### config.mk
export PLATFORM = sky130hd
export DESIGN_NAME = int2fp16_vec_seq_flat
export DESIGN_NICKNAME = d
export VERILOG_FILES = /design/src/rtl/int2fp16_vec_seq_pkg.sv /design/src/rtl/int2fp16_vec_seq_if.sv /design/src/rtl/int2fp16_vec_seq_conv.sv /design/src/rtl/int2fp16_vec_seq.sv /design/src/flat_wrapper.sv
export SDC_FILE = /design/constraint.sdc
export NUM_CORES = 1
export LEC_CHECK = 0
export CAP_MARGIN = 20
export CORE_MARGIN = 2
export CORE_UTILIZATION = 57
export CTS_BUF_LIST = sky130_fd_sc_hd__clkbuf_4
export DETAILED_ROUTE_END_ITERATION = 8
export MAX_ROUTING_LAYER = met4
export PLACE_DENSITY = 0.88
export SLEW_MARGIN = 20
export SYNTH_ARGS = -nofsm -noshare
export SYNTH_HDL_FRONTEND = slang
export SYNTH_SLANG_ARGS = --single-unit
### constraint.sdc
create_clock -name clk -period 17.9 [get_ports clk]
set_input_delay 3.58 -clock clk [delete_from_list [all_inputs] [get_ports clk]]
set_output_delay 3.58 -clock clk [all_outputs]
set_load 0.01 [all_outputs]
### src/rtl/int2fp16_vec_seq_pkg.sv
// Shared definitions for the SMC INT-to-FP lane sequencer.
// Contents: FSM state enum, fp16 constants, lane width.
package smc_i2f_pkg;

  localparam int unsigned LANE_W = 16;

  localparam logic [LANE_W-1:0] FP16_POS_INF = 16'h7C00;
  localparam logic [LANE_W-1:0] FP16_ZERO    = 16'h0000;

  typedef enum logic [1:0] {
    I2F_IDLE,
    I2F_CONV,
    I2F_DRAIN,
    I2F_DONE
  } i2f_state_e;

endpackage

### src/rtl/int2fp16_vec_seq_if.sv
// Streaming bus of the int16-vector to fp16-vector sequencer.
// master: vector source and result sink (drives in_*, out_ready).
// slave:  the sequencer (drives in_ready, out_valid, out_data, busy).
interface int2fp16_vec_seq_if #(
  parameter int unsigned LANES = 8
);
  logic                  in_valid;
  logic                  in_ready;
  logic [LANES*16-1:0]   in_data;
  logic                  in_signed;
  logic [LANES-1:0]      in_mask;
  logic                  out_valid;
  logic                  out_ready;
  logic [LANES*16-1:0]   out_data;
  logic                  busy;

  modport master (
    output in_valid, in_data, in_signed, in_mask, out_ready,
    input  in_ready, out_valid, out_data, busy
  );

  modport slave (
    input  in_valid, in_data, in_signed, in_mask, out_ready,
    output in_ready, out_valid, out_data, busy
  );
endinterface

### src/rtl/int2fp16_vec_seq_conv.sv
// Combinational scalar int16 -> fp16 converter (bias 15, round-to-nearest-even).
// Ports:
//   a         int16 input
//   is_signed treat a as two's complement when 1, unsigned when 0
//   y         fp16 result; zero maps to +0, unsigned >= 65520 rounds to +Inf
module int2fp16
  import smc_i2f_pkg::*;
(
  input  logic [LANE_W-1:0] a,
  input  logic              is_signed,
  output logic [LANE_W-1:0] y
);

  logic              sign;
  logic [LANE_W-1:0] mag;
  logic [LANE_W-1:0] norm;
  logic [3:0]        lead;
  logic [4:0]        expo;
  logic [9:0]        mant;
  logic              rnd;

  always_comb begin
    sign = is_signed & a[15];
    // -32768 negates to 16'h8000, still representable as an unsigned magnitude
    mag  = sign ? (~a + 16'd1) : a;
    lead = '0;
    for (int i = 0; i < 16; i++) begin
      if (mag[i]) lead = 4'(i);
    end
    norm = mag << (4'd15 - lead);
    mant = norm[14:5];
    rnd  = norm[4] & ((|norm[3:0]) | norm[5]);
    expo = 5'd15 + {1'b0, lead};
    // Mantissa carry ripples into the exponent; 30 + carry gives the Inf code
    if (mag == '0) y = FP16_ZERO;
    else           y = {sign, expo, mant} + {15'd0, rnd};
  end

endmodule

### src/rtl/int2fp16_vec_seq.sv
// Lane sequencer: accepts a vector of LANES int16 lanes, converts one lane per
// cycle through a single shared int2fp16, and presents the packed fp16 vector.
// Ports:
//   clk  clock
//   rst  synchronous active-high reset
//   bus  int2fp16_vec_seq_if.slave (in_valid/in_ready/in_data/in_signed/in_mask,
//        out_valid/out_ready/out_data, busy)
// Build option: define I2F_PIPE_EN to register the converter output; each lane
// is then written one cycle after issue and a DRAIN cycle writes the last lane.
module int2fp16_vec_seq
  import smc_i2f_pkg::*;
#(
  parameter int unsigned LANES = 8
) (
  input logic                clk,
  input logic                rst,
  int2fp16_vec_seq_if.slave  bus
);

  localparam int unsigned IdxW = $clog2(LANES);

  typedef logic [LANES-1:0][LANE_W-1:0] vec_t;

  i2f_state_e       state_q, state_d;
  logic [IdxW-1:0]  idx_q, idx_d;
  vec_t             data_q, data_d;
  vec_t             out_q, out_d;
  logic [LANES-1:0] mask_q, mask_d;
  logic             signed_q, signed_d;
  logic [LANE_W-1:0] conv_y;
  logic [LANE_W-1:0] lane_res;
  logic             in_ready;
  logic             accept;
  logic             last_lane;

`ifdef I2F_PIPE_EN
  logic              pipe_vld_q, pipe_vld_d;
  logic [IdxW-1:0]   pipe_idx_q, pipe_idx_d;
  logic [LANE_W-1:0] pipe_res_q, pipe_res_d;
`endif

  int2fp16 u_conv (
    .a        (data_q[idx_q]),
    .is_signed(signed_q),
    .y        (conv_y)
  );

  assign lane_res  = mask_q[idx_q] ? conv_y : FP16_ZERO;
  assign last_lane = (idx_q == IdxW'(LANES - 1));
  // Gated by rst so the source never sees a handshake while reset is held
  assign in_ready  = !rst && ((state_q == I2F_IDLE) ||
                              ((state_q == I2F_DONE) && bus.out_ready));
  assign accept    = bus.in_valid && in_ready;

  assign bus.in_ready  = in_ready;
  assign bus.out_valid = (state_q == I2F_DONE);
  assign bus.out_data  = out_q;
  assign bus.busy      = (state_q == I2F_CONV) || (state_q == I2F_DRAIN);

  always_comb begin
    state_d  = state_q;
    idx_d    = idx_q;
    data_d   = data_q;
    mask_d   = mask_q;
    signed_d = signed_q;
    out_d    = out_q;
`ifdef I2F_PIPE_EN
    pipe_vld_d = 1'b0;
    pipe_idx_d = idx_q;
    pipe_res_d = lane_res;
    if (pipe_vld_q) out_d[pipe_idx_q] = pipe_res_q;
`endif

    if (accept) begin
      data_d   = bus.in_data;
      mask_d   = bus.in_mask;
      signed_d = bus.in_signed;
      idx_d    = '0;
    end

    case (state_q)
      I2F_IDLE: begin
        if (accept) state_d = I2F_CONV;
      end
      I2F_CONV: begin
`ifdef I2F_PIPE_EN
        pipe_vld_d = 1'b1;
`else
        out_d[idx_q] = lane_res;
`endif
        if (last_lane) begin
          idx_d = '0;
`ifdef I2F_PIPE_EN
          state_d = I2F_DRAIN;
`else
          state_d = I2F_DONE;
`endif
        end else begin
          idx_d = idx_q + IdxW'(1);
        end
      end
      I2F_DRAIN: begin
        // Last lane leaves the pipe register this cycle
        state_d = I2F_DONE;
      end
      I2F_DONE: begin
        if (bus.out_ready) state_d = accept ? I2F_CONV : I2F_IDLE;
      end
      default: state_d = I2F_IDLE;
    endcase
  end

  always_ff @(posedge clk) begin
    if (rst) begin
      state_q  <= I2F_IDLE;
      idx_q    <= '0;
      data_q   <= '0;
      mask_q   <= '0;
      signed_q <= 1'b0;
      out_q    <= '0;
`ifdef I2F_PIPE_EN
      pipe_vld_q <= 1'b0;
      pipe_idx_q <= '0;
      pipe_res_q <= '0;
`endif
    end else begin
      state_q  <= state_d;
      idx_q    <= idx_d;
      data_q   <= data_d;
      mask_q   <= mask_d;
      signed_q <= signed_d;
      out_q    <= out_d;
`ifdef I2F_PIPE_EN
      pipe_vld_q <= pipe_vld_d;
      pipe_idx_q <= pipe_idx_d;
      pipe_res_q <= pipe_res_d;
`endif
    end
  end

endmodule

### src/flat_wrapper.sv
// flat-port wrapper written by rule: the top's interface ports become plain ports
module int2fp16_vec_seq_flat import smc_i2f_pkg::*;
#(
  parameter int unsigned LANES = 8
)
  (clk, rst, bus_in_valid, bus_in_data, bus_in_signed, bus_in_mask, bus_out_ready, bus_in_ready, bus_out_valid, bus_out_data, bus_busy);
  int2fp16_vec_seq_if #(.LANES(LANES)) bus_i ();
  input logic clk;
  input logic rst;
  input wire logic [$bits(bus_i.in_valid)-1:0] bus_in_valid;
  input wire logic [$bits(bus_i.in_data)-1:0] bus_in_data;
  input wire logic [$bits(bus_i.in_signed)-1:0] bus_in_signed;
  input wire logic [$bits(bus_i.in_mask)-1:0] bus_in_mask;
  input wire logic [$bits(bus_i.out_ready)-1:0] bus_out_ready;
  output wire logic [$bits(bus_i.in_ready)-1:0] bus_in_ready;
  output wire logic [$bits(bus_i.out_valid)-1:0] bus_out_valid;
  output wire logic [$bits(bus_i.out_data)-1:0] bus_out_data;
  output wire logic [$bits(bus_i.busy)-1:0] bus_busy;
  assign bus_i.in_valid = bus_in_valid;
  assign bus_i.in_data = bus_in_data;
  assign bus_i.in_signed = bus_in_signed;
  assign bus_i.in_mask = bus_in_mask;
  assign bus_i.out_ready = bus_out_ready;
  assign bus_in_ready = bus_i.in_ready;
  assign bus_out_valid = bus_i.out_valid;
  assign bus_out_data = bus_i.out_data;
  assign bus_busy = bus_i.busy;
  int2fp16_vec_seq #(.LANES(LANES)) u_core (.clk(clk), .rst(rst), .bus(bus_i));
endmodule
==> flow_metrics.env <==
export IMPL_startpoint="bus_out_ready"
export IMPL_pre_cts_slack_ps=9470
export IMPL_ys_ff_latch=270
export IMPL_ant_nets=0
export IMPL_top_layer_used="met4"
export IMPL_core_area_sq_um=22600
export IMPL_ir_drop_v=0.0000818
export IMPL_postSynthAreaPerCell_sq_um=7.98
export IMPL_path_clk_slew_ps=60
export IMPL_finalHoldViolations=0
export IMPL_netlist_instances=1633
export IMPL_seq_area_frac_synth_pct=41.5
export IMPL_pin_count=272
export IMPL_cts_max_level=3
export IMPL_grt_pass1_vias=12600
export IMPL_maxSlewHeadroom_pct=29.1
export IMPL_period_needed_ps=8440
export IMPL_start_util_pct=57.7
export IMPL_place_gp_congestion=0.930
export IMPL_root_buffer="clkbuf_4"
export IMPL_ys_types=84
export IMPL_synth_nets=1782
export IMPL_start_kind="primary input"
export IMPL_timing_hold_ws_ps=454
export IMPL_max_freq_mhz=119
export IMPL_power_switching_mw=1.10
export IMPL_arrival_ps=4860
export IMPL_internal_power_mw=1.31
export IMPL_fin_crit_sh_pct=47.1
export IMPL_swShare_pct=45.6
export IMPL_ys_warn_count=0
export IMPL_grt_overflow=0
export IMPL_gr_usage_all_layers_pct=34.6
export IMPL_r2r_start="u_core.idx_q[1]$_SDFFE_PP0P_"
export IMPL_area_growth_pct=26.5
export IMPL_cts_resized=0
export IMPL_slew_viol_final=0
export IMPL_clockBufferDepth=3
export IMPL_antenna_found_initial=2
export IMPL_cts_tree="yes"
export IMPL_drive_gt1_share_pct=8.53
export IMPL_async_flop_share_pct=0
export IMPL_tightestPinTransition_ps=1060
export IMPL_via_per_inst=6.11
export IMPL_path_class="in -> out"
export IMPL_nNetsFinal=2010
export IMPL_die_y_microns=155
export IMPL_power_mw=2.40
export IMPL_dp_hpwl_mm=29.2
export IMPL_powerDensity_nw_per_um2=146
export IMPL_place_port_buffers=271
export IMPL_final_cell_mix="400 x nand2_1, 270 x clkdlybuf4s50_1, 268 x dfxtp_1, 178 x o21ai_0, 93 x clkbuf_4"
export IMPL_fin_util_pct=73.0
export IMPL_hp_class="reg -> reg"
export IMPL_worst_ep_required_time_ps=14320
export IMPL_synth_flop_cell="dfxtp_1"
export IMPL_path_max_fanout=3
export IMPL_syn_area_sq_um=13000
export IMPL_synth_edff_count=0
export IMPL_leakage_nw=5.71
export IMPL_route_met3_wl_mm=3.78
export IMPL_end_kind="output pin"
export IMPL_grt_setup_unrepaired="false"
export IMPL_p_seq_share_pct=30.6
export IMPL_cap_violations=0
export IMPL_drcViolationCount=0
export IMPL_clock_skew_ps=36.9
export IMPL_wl_met1_mm=16.2
export IMPL_pwr_share_comb_pct=48.5
export IMPL_dr_pass1_iters=6
export IMPL_mostFrequentLayoutCell="nand2_1"
export IMPL_first_iter_violations=1477
export IMPL_setup_ws_ps=9460
export IMPL_dr_wl_met2_mm=19.4
export IMPL_numCtsBuffers=67
export IMPL_cts_num_sinks=270
export IMPL_ctsHoldBuffers=0
export IMPL_post_cts_buffers=0
export IMPL_die_x_microns=155
export IMPL_insertion_delay_ps=700
export IMPL_setup_viol=0
export IMPL_hold_start="u_core.data_q[39]$_SDFFE_PP0P_"
export IMPL_num_vias=13400
export IMPL_drt_wl_total_mm=41.3
export IMPL_die_area_sq_um=24100
export IMPL_rows=55
export IMPL_power_frac_clock_pct=20.9
export IMPL_wl_per_cell_microns=18.9
export IMPL_grt_max_degree=131
export IMPL_status="completed"
export IMPL_fin_tns_setup_ps=0
export IMPL_grt_pass1_wl_mm=65.1
[power groups by stage]
stage                     combinational [mW]  clock (mW)  sequential, mW
after floorplan                        0.839           0           0.711
after global placement                  1.12           0           0.742
after detailed placement                1.12           0           0.745
after CTS                               1.13       0.505           0.733
after global routing                    1.25       0.537           0.743
final                                   1.16       0.502           0.735
[cells in the mapped netlist (16+ instances only)]
master	count	share of area (%)
nand2_1	400	12
dfxtp_1	270	41
o21ai_0	178	6.8
clkbuf_1	97	2.8
a21oi_1	87	3.3
nand3_1	67	2.6
nor2_1	65	1.9
mux2i_1	44	3.4
nand2b_1	40	1.9
a211oi_1	20	1.2
nand4_1	20	0.96
xnor2_1	19	1.3
nor3_1	18	0.69
a311o_1	17	1.3
o31ai_1	17	0.98
and4_1	16	1.1
[worst max-delay path: stages]
cell	delay (ps)
clkdlybuf4s50_1	480
a21oi_1	70
nor2_1	170
clkdlybuf4s50_1	570
[layout make-up]
type                            count  area, sq um
Antenna cell                        2         5.00
Clock buffer                       93          698
Fill cell                        1680         6080
Sequential cell                   270         5410
Timing Repair Buffer              283         2800
Multi-Input combinational cell   1222         7060
Clock inverter                     15         95.1
Tap cell                          285          357
Inverter                           17         66.3
[per-layer routing]
metal / up-vias / GRT usage [%]
li1: 6284 / -
met1: 6209 / 41.9
met2: 709 / 55.5
met3: 154 / 6.66
met4: 0 / 17.4
met5: - / -
[cells by family (layout without fill, tap and decap cells)]
family                     count (synthesis)  after routing  synth area share (%)
AOI/OAI and AO/OA                        429            429                  20.8
xor gates and xnor gates                  23             23                  1.55
adders and majority gates                  8              8                 0.768
buffers and inverters                    141            408                  4.44
DFF                                      270            270                  41.5
muxes                                     66             66                  6.32
other                                      0              2                     0
and+or+nand+nor                          696            696                  24.7
[through the flow]
step / cell area (sq um) / std cells
after floorplan: 13000 / 1633
after global placement: 15700 / 2077
after detailed placement: 15700 / 2077
after CTS: 16500 / 2185
after global routing: 16500 / 2187
final: 16500 / 2187
[path summary, 6_finish.rpt]
kind / depth (start not counted) / to / slack (ps)
worst min register to register: 2 / u_core.data_q[39]$_SDFFE_PP0P_ / 450
worst min-delay path: 2 / u_core.data_q[39]$_SDFFE_PP0P_ / 450
worst max register to register: 18 / u_core.bus.out_data[58]$_SDFFE_PP0P_ / 9880
worst max-delay path: 4 / bus_in_ready / 9460
[registers in the layout, summed over array words and instances, names as in the netlist]
name / count
u_core.bus.out_data: 128
u_core.signed_q: 1
u_core.mask_q: 8
u_core.data_q: 128
u_core.state_q: 2
u_core.idx_q: 3
(Power assumes the default switching activity.)
